`config.mk`:
```
export PLATFORM = sky130hd
export DESIGN_NAME = mem_access_ctrl
export DESIGN_NICKNAME = d
export VERILOG_FILES = /design/src/rtl/mem_access_ctrl_pkg.sv /design/src/rtl/mem_access_ctrl_rr_arbiter2.sv /design/src/rtl/mem_access_ctrl.sv
export SDC_FILE = /design/constraint.sdc
export NUM_CORES = 1
export LEC_CHECK = 0
export ABC_AREA = 1
export CAP_MARGIN = 20
export CORE_ASPECT_RATIO = 1.2
export CORE_UTILIZATION = 43
export CTS_CLUSTER_SIZE = 24
export DETAILED_ROUTE_END_ITERATION = 10
export PLACE_DENSITY = 0.81
export SETUP_SLACK_MARGIN = 0.15
export SYNTH_ARGS = -nofsm -noshare
export SYNTH_HDL_FRONTEND = slang
export SYNTH_SLANG_ARGS = --single-unit
```
`constraint.sdc`:
```
create_clock -name clk -period 1.9 [get_ports clk]
set_input_delay 0.57 -clock clk [delete_from_list [all_inputs] [get_ports clk]]
set_output_delay 0.57 -clock clk [all_outputs]
set_load 0.03 [all_outputs]
```
`src/rtl/mem_access_ctrl_pkg.sv`:
```
// Shared definitions for the memory access controller: FSM state
// encoding, requester ids, default widths and the round-robin pick rule.
package mem_access_ctrl_pkg;

    localparam int AW_DEF = 24;
    localparam int DW_DEF = 24;

    localparam logic [1:0] IDLE     = 2'd0;
    localparam logic [1:0] LOAD_MAR = 2'd1;
    localparam logic [1:0] ACCESS   = 2'd2;
    localparam logic [1:0] DONE     = 2'd3;

    localparam logic REQ_IF = 1'b0;
    localparam logic REQ_LS = 1'b1;

    // A lone requester wins outright; on a tie the one not served last wins.
    function automatic logic rr_pick(input logic req_if, input logic req_ls,
                                     input logic last_grant);
        if (req_if && req_ls)
            return ~last_grant;
        else if (req_ls)
            return REQ_LS;
        else
            return REQ_IF;
    endfunction

endpackage

```
`src/rtl/mem_access_ctrl_rr_arbiter2.sv`:
```
// Two-way round-robin arbiter. The grant is combinational; the history bit
// only moves when the controller finishes a transaction.
module mem_access_ctrl_rr_arbiter2
    import mem_access_ctrl_pkg::*;
(
    input  logic clk,
    input  logic rst_n,
    input  logic req_if,
    input  logic req_ls,
    input  logic update,
    input  logic update_id,
    output logic grant_valid,
    output logic grant_id
);

    logic last_grant_reg;

    // Remember who was served last; IF after reset so the first tie goes to LS.
    always_ff @(posedge clk or negedge rst_n) begin
        if (!rst_n)
            last_grant_reg <= REQ_IF;
        else if (update)
            last_grant_reg <= update_id;
    end

    assign grant_valid = req_if | req_ls;
    assign grant_id    = rr_pick(req_if, req_ls, last_grant_reg);

endmodule

```
`src/rtl/mem_access_ctrl.sv`:
```
// Shares the MAR and data memory between instruction fetch and load/store.
// One transaction at a time: arbitrate, load MAR, hold the strobe for
// WAIT_CYCLES, then ack. Strobes and acks decode straight from the state so
// that an asynchronous reset drops them without waiting for a clock edge.
module mem_access_ctrl
    import mem_access_ctrl_pkg::*;
#(
    parameter int AW          = AW_DEF,
    parameter int DW          = DW_DEF,
    parameter int WAIT_CYCLES = 2
) (
    input  logic          clk,
    input  logic          rst_n,
    input  logic          if_req,
    input  logic [AW-1:0] if_addr,
    output logic          if_ack,
    output logic [DW-1:0] if_rdata,
    input  logic          ls_req,
    input  logic          ls_we,
    input  logic [AW-1:0] ls_addr,
    input  logic [DW-1:0] ls_wdata,
    output logic          ls_ack,
    output logic [DW-1:0] ls_rdata,
    output logic          mar_write,
    output logic [AW-1:0] mar_addr,
    output logic          mem_re,
    output logic          mem_we,
    output logic [DW-1:0] mem_wdata,
    input  logic [DW-1:0] mem_rdata,
    output logic          busy
);

    // Counter is loaded with WAIT_CYCLES-1 so ACCESS lasts WAIT_CYCLES cycles.
    localparam logic [3:0] CNT_INIT = 4'(WAIT_CYCLES - 1);

    logic [1:0]    state_reg;
    logic [3:0]    count_reg;
    logic          id_reg;
    logic          we_reg;
    logic [AW-1:0] addr_reg;
    logic [DW-1:0] wdata_reg;
    logic [DW-1:0] if_rdata_reg;
    logic [DW-1:0] ls_rdata_reg;

    logic grant_valid;
    logic grant_id;
    logic done_pulse;

    assign done_pulse = (state_reg == DONE);

    mem_access_ctrl_rr_arbiter2 u_arb (
        .clk        (clk),
        .rst_n      (rst_n),
        .req_if     (if_req),
        .req_ls     (ls_req),
        .update     (done_pulse),
        .update_id  (id_reg),
        .grant_valid(grant_valid),
        .grant_id   (grant_id)
    );

    // FSM, wait counter and latched copies of the granted request.
    always_ff @(posedge clk or negedge rst_n) begin
        if (!rst_n) begin
            state_reg    <= IDLE;
            count_reg    <= '0;
            id_reg       <= REQ_IF;
            we_reg       <= 1'b0;
            addr_reg     <= '0;
            wdata_reg    <= '0;
            if_rdata_reg <= '0;
            ls_rdata_reg <= '0;
        end else begin
            case (state_reg)
                IDLE: begin
                    if (grant_valid) begin
                        id_reg    <= grant_id;
                        addr_reg  <= (grant_id == REQ_LS) ? ls_addr : if_addr;
                        we_reg    <= (grant_id == REQ_LS) && ls_we;
                        wdata_reg <= (grant_id == REQ_LS) ? ls_wdata : '0;
                        state_reg <= LOAD_MAR;
                    end
                end
                LOAD_MAR: begin
                    count_reg <= CNT_INIT;
                    state_reg <= ACCESS;
                end
                ACCESS: begin
                    if (count_reg == 4'd0) begin
                        // Read data lands in the requester's output register so
                        // it is valid in the same cycle as the ack.
                        if (!we_reg) begin
                            if (id_reg == REQ_IF)
                                if_rdata_reg <= mem_rdata;
                            else
                                ls_rdata_reg <= mem_rdata;
                        end
                        state_reg <= DONE;
                    end else begin
                        count_reg <= count_reg - 4'd1;
                    end
                end
                default: begin
                    state_reg <= IDLE;
                end
            endcase
        end
    end

    assign mar_write = (state_reg == LOAD_MAR);
    assign mar_addr  = mar_write ? addr_reg : '0;
    assign mem_re    = (state_reg == ACCESS) && !we_reg;
    assign mem_we    = (state_reg == ACCESS) && we_reg;
    assign mem_wdata = mem_we ? wdata_reg : '0;
    assign if_ack    = done_pulse && (id_reg == REQ_IF);
    assign ls_ack    = done_pulse && (id_reg == REQ_LS);
    assign if_rdata  = if_rdata_reg;
    assign ls_rdata  = ls_rdata_reg;
    assign busy      = (state_reg != IDLE);

endmodule

```
---- Word-level counts from Yosys, hierarchy flattened ----
Cells that the tools add are included.
storage, ports and cells
  bits in latches ......................... 0
  input bits .............................. 101
  memories ................................ 0
  bits in read-only memories .............. 0
  bits in registers ....................... 105
  RAM bits ................................ 0
  output and inout port bits .............. 102
operators by class
  $mul .................................... 0
  mux-type cells .......................... 11
  shifts and indexed selects .............. 0
  bitwise logic cells ..................... 4
  equal/unequal tests ..................... 6
  reductions and logical operators ........ 16
  add/sub/neg operators ................... 1
  div/mod/pow operators ................... 0
  $lt $le $gt $ge ......................... 0
operators by type and width
  kind                                                                number
  24-bit 2-to-1 mux                                                   4
  4-bit one-hot mux with 2 select lines                               1
  4-bit AND reduction                                                 2
  1-bit logical AND                                                   6
  2-bit inequality test, second input constant                        3
  2-bit one-hot mux with 3 select lines                               1
  2-bit AND reduction                                                 3
  2-bit == test, second input constant                                2
  4-bit logical NOT                                                   1
  2-bit 2-to-1 mux                                                    2
  4-bit 2-to-1 mux                                                    1
  2-bit nonzero test                                                  2
  4-bit by 1-bit subtractor with 4-bit output, second input constant  1
  1-bit NOT                                                           3
  2-bit by 1-bit == test with 1-bit output, second input constant     1
  2-bit logical NOT                                                   1
  1-bit 2-to-1 mux                                                    2
  1-bit logical NOT                                                   1
  1-bit bitwise OR                                                    1

---- Longest topological paths before layout ----
  depth after elaboration ................. 3
  mapped depth ............................ 9
  mapped depth without buffers ............ 8

---- Modules after synthesis ----
Synthesis repeated with hierarchy kept, for this count alone.
unflattened totals
  cell total of the unflattened synthesis .. 564
  area total of the unflattened synthesis .. 4704.5 µm²
by module, submodules not included
  module                       times used  area each (µm²)  sequential area each (µm²)  cells each
  mem_access_ctrl              1           4649.5           2602.5                      556
  mem_access_ctrl_rr_arbiter2  1           55.1             25.0                        8

---- Least setup slack after synthesis ----
Ideal clock, no wire load.
  kind .................................... register to output
  start point ............................. register state_reg[1]
  end point ............................... output mar_addr[10]
  arrival ................................. 1.611 ns
  data required time ...................... 1.330 ns
  cell stages (with the launch flop) ...... 7
  setup slack ............................. -0.281 ns
  cell sequence ........................... dfrtp_1 -> inv_1 -> ha_1 -> clkbuf_1 -> clkbuf_1 -> nand2_1 -> inv_1
between the ends
  longest elaborated chain between the ends .. 2
RTL lines
  what                                      line                    RTL
  start: declaration                        mem_access_ctrl.sv:36   logic [1:0] state_reg;
  start signal: assignment                  mem_access_ctrl.sv:65   state_reg <= IDLE;
  start signal: assignment                  mem_access_ctrl.sv:81   state_reg <= LOAD_MAR;
  start signal: assignment                  mem_access_ctrl.sv:86   state_reg <= ACCESS;
  2-bit by 1-bit == test with 1-bit output  mem_access_ctrl.sv:110  assign mar_write = (state_reg == LOAD_MAR);
  net mar_write                             mem_access_ctrl.sv:24   output logic mar_write,
  24-bit 2-to-1 mux                         mem_access_ctrl.sv:111  assign mar_addr = mar_write ? addr_reg : '0;
  end: declaration                          mem_access_ctrl.sv:25   output logic [AW-1:0] mar_addr,
The timed path passes the listed nets, and every way through them passes these cells.

---- Final worst setup path ----
  start point ............................. register state_reg[0]
  end point ............................... output mar_write
between the ends
  longest elaborated chain between the ends .. 1
RTL lines
  what                                      line
  2-bit by 1-bit == test with 1-bit output  mem_access_ctrl.sv:110
  end: declaration                          mem_access_ctrl.sv:24
No other way between the ends.

==> results.md <==
- Ant. Diodes: 0
- Port bufs: 202
- Synth cell count leaders: nand2_1, inv_1, dfrtp_1, nand3_1, o21ai_1
- Max Cap Viol: 0
- CORE AREA: 0.0107 mm²
- Slowest stage delay, CP: 0.42 ns
- Worst Path Required: 1.33 ns
- Hold/Removal Path Class: input port to asynchronous set/reset pin
- # fillers: 796
- Final wirelength: 13500 µm
- Switching Share: 44.8%
- Global-route wire length before repair: 21600 µm
- DR iter-0 viols: 173
- CTS H-tree depth: 3
- Syn nets: 668
- Initial antenna violation count: 0
- Cts bufs inserted: 9
- # placed instances: 879
- Logic pwr share: 55.1%
- Layout Cells excl Fill: 904
- Area grow syn2layout: 60.2%
- Pint: 6.89 mW
- Most frequently used cell type in the post-synthesis netlist: nand2_1
- WP buf/inv: 4
- End of the worst register-to-register path: addr_reg[22]$_DFFE_PN0P_
- Remaining Overflow, GRT: 0
- Clock power frac: 13.8%
- Critical Path Fanout Max: 12
- Nets@finish: 877
- Crit. path cell count: 5
- Critical Path Sink Type: primary output
- VDD IR-drop max: 0.745 mV
- Ys async rst share: 100%
- Yosys reg bits: 105
- Worst path cell trace: buf_4 -> ha_4 -> buf_12 -> buf_4 -> buf_12
- Post-synth top flop: dfrtp_1
- Clk pin slew, worst setup/hold paths: 0.07 ns
- Final Max Tran Viols: 0
- Post-synthesis sequential area ratio: 54.6%
- Final core utilization: 72.0%
- Failing checks: negative setup slack
- Vias in the first global route: 4490
- Drt first pass iters: 6
- Register share of total power: 31.1%
- Clock Latency Late Sink: 0.35 ns
- Worst r2r src: state_reg[0]$_DFFE_PN0P_
- Remaining antenna violation count: 0
- Crit path launch: state_reg[0]$_DFFE_PN0P_
- Die width: 98.6 µm
- Via count: 4527
- Startpoint types: flop
- CTS tree: yes
- Maximum clock path buffer count: 2
- Mapped Cells: 561
- Final WS setup: -0.199 ns
- Static leakage: 3.81 nW
- Cell variety after synth: 22
- Top Ports: 203
- GPL Wtd Cong: 0.821
- Syn Area/Cell: 8.58 µm²
- Critical path type: flop to primary output
- Pwr Density: 1620 mW/mm²
- Row cnt: 41
- Final hold slack: 0.147 ns
- Slew @ Worst Pin: 0.408 ns
- Synthesis Warnings: 0
- Peak Freq: 476 MHz
- CP arrival: 1.53 ns
- Reg-to-reg slack, setup: 0.12 ns
- Vias per cell: 5.01
- Die height: 118 µm
- Die footprint: 0.0116 mm²
- Slew headroom: 72.8%
- Hpwl dp: 9770 µm
- Drt drc: 0
- Root Driver: clkbuf_16
- Worst setup path endpoint: mar_write
- EDFF count, synth: 0
- Fin crit period: 2.10 ns
- Slowest library cell on the worst path: dfrtp_2
- Cell Area, Synth: 0.00482 mm²
- Unrepaired setup endpoints after global routing: yes
- Clock sink count: 105
- Largest net degree at the start of global routing: 49
- Sw power: 5.58 mW
- Fin. Hold Viols: 0
- Share of layout cells above drive strength 1: 25.2%
- Fin crit share: 110%
- Max Clock Skew: 0.00990 ns
- CP top delay family: buffers and inverters
- Synth area leader: dfrtp_1
- Initial Util: 44.9%
- Ranking of synthesized cells by area: dfrtp_1, nand2_1, inv_1
- Status: finished with violations
- DP Worst Slack: -0.0897 ns
- Detailed-route wire length per cell: 14.9 µm
- R2r worst-path depth: 10
- GRT Total Usage: 23.5%
- Top cell type's share of synthesized area: 54.6%
- Pwr Total: 12.5 mW
- Final setup viols: 54
how the worst min path moves through the flow:
| stage | from | endpoint | slack (ns) | cells after the start |
|---|---|---|---|---|
| after CTS | rst_n | addr_reg[7]$_DFFE_PN0P_ | 0.15 | 1 |
| after global placement | ls_rdata[0]$_DFFE_PN0P_ | ls_rdata[0]$_DFFE_PN0P_ | 0.47 | 2 |
| after global routing | rst_n | addr_reg[7]$_DFFE_PN0P_ | 0.17 | 1 |
| after detailed placement | if_rdata[23]$_DFFE_PN0P_ | if_rdata[23]$_DFFE_PN0P_ | 0.47 | 2 |
| final | rst_n | addr_reg[23]$_DFFE_PN0P_ | 0.15 | 1 |
| after floorplan | rst_n | addr_reg[0]$_DFFE_PN0P_ | 0.27 | 0 |
worst reg2reg max path, stage by stage (launching register included):
cell	delay (ns)
dfrtp_2	0.42
inv_2	0.08
buf_4	0.11
buf_6	0.09
ha_4	0.14
inv_4	0.04
buf_4	0.13
a21oi_4	0.18
buf_12	0.26
nand3_2	0.12
o21a_1	0.11
per-stage QoR:
step                      area [µm²]  TNS [ns]
after floorplan                 5070         0
after global placement          7150    -0.910
after detailed placement        7150     -1.92
after CTS                       7560     -8.95
after global routing            7720    -10.85
final                           7720     -8.18
routing by layer:
layer	share of wire (%)	GRT usage (%)	wire length, µm
met5	0	0	0
met4	3.3	12.4	444
met3	4.2	3.50	560
met2	55	42.2	7460
met1	37	26.7	5000
power by group through the flow:
| stage | clock [mW] | combinational [mW] | sequential (mW) |
|---|---|---|---|
| after floorplan | 0 | 3.19 | 4.88 |
| after global placement | 0 | 6.58 | 3.85 |
| after detailed placement | 0 | 6.77 | 3.91 |
| after CTS | 1.75 | 6.66 | 3.87 |
| after global routing | 1.84 | 7.37 | 4.00 |
| final | 1.72 | 6.88 | 3.88 |
layout make-up:
type                    instances  area (µm²)  area share (%)
clock buffers                  10         229            2.97
repair buffers                230        2320            30.1
multi-input cells             311        1900            24.6
flip-flops and latches        105        2630            34.1
inverters                     113         433            5.61
well taps                     129         161            2.09
clock inverters                 6        45.0           0.584
placed cells by master, fill, tap and decap left out, types with 26 or more instances in the layout:
master	synthesis	final
nand2_1	115	105
clkdlybuf4s50_1	0	99
nand3_1	53	37
inv_1	111	86
o21ai_1	32	33
dfrtp_1	105	103
buf_6	6	31
dlygate4sd2_1	0	47
buf_4	3	38
o22ai_1	26	26
kinds of logic (layout without fill, tap and decap cells):
family	after synthesis	in the layout	share of synthesized area, %
xor+xnor	1	1	0.182
fa+ha+maj	6	6	1.56
flops	105	105	54.6
simple gates	198	198	17.2
compound gates	106	106	13.7
buf+inv	145	359	12.8
repair_timing:
action                                  4_1_cts  5_1_grt
gates resized for setup                      87       35
endpoints found under the setup margin      102       58
hold endpoints to repair                      0        0
setup buffers                                 6        3
hold buffers                                  0        0
pin swaps                                     1       17
Power figures use the tool's default switching activity.
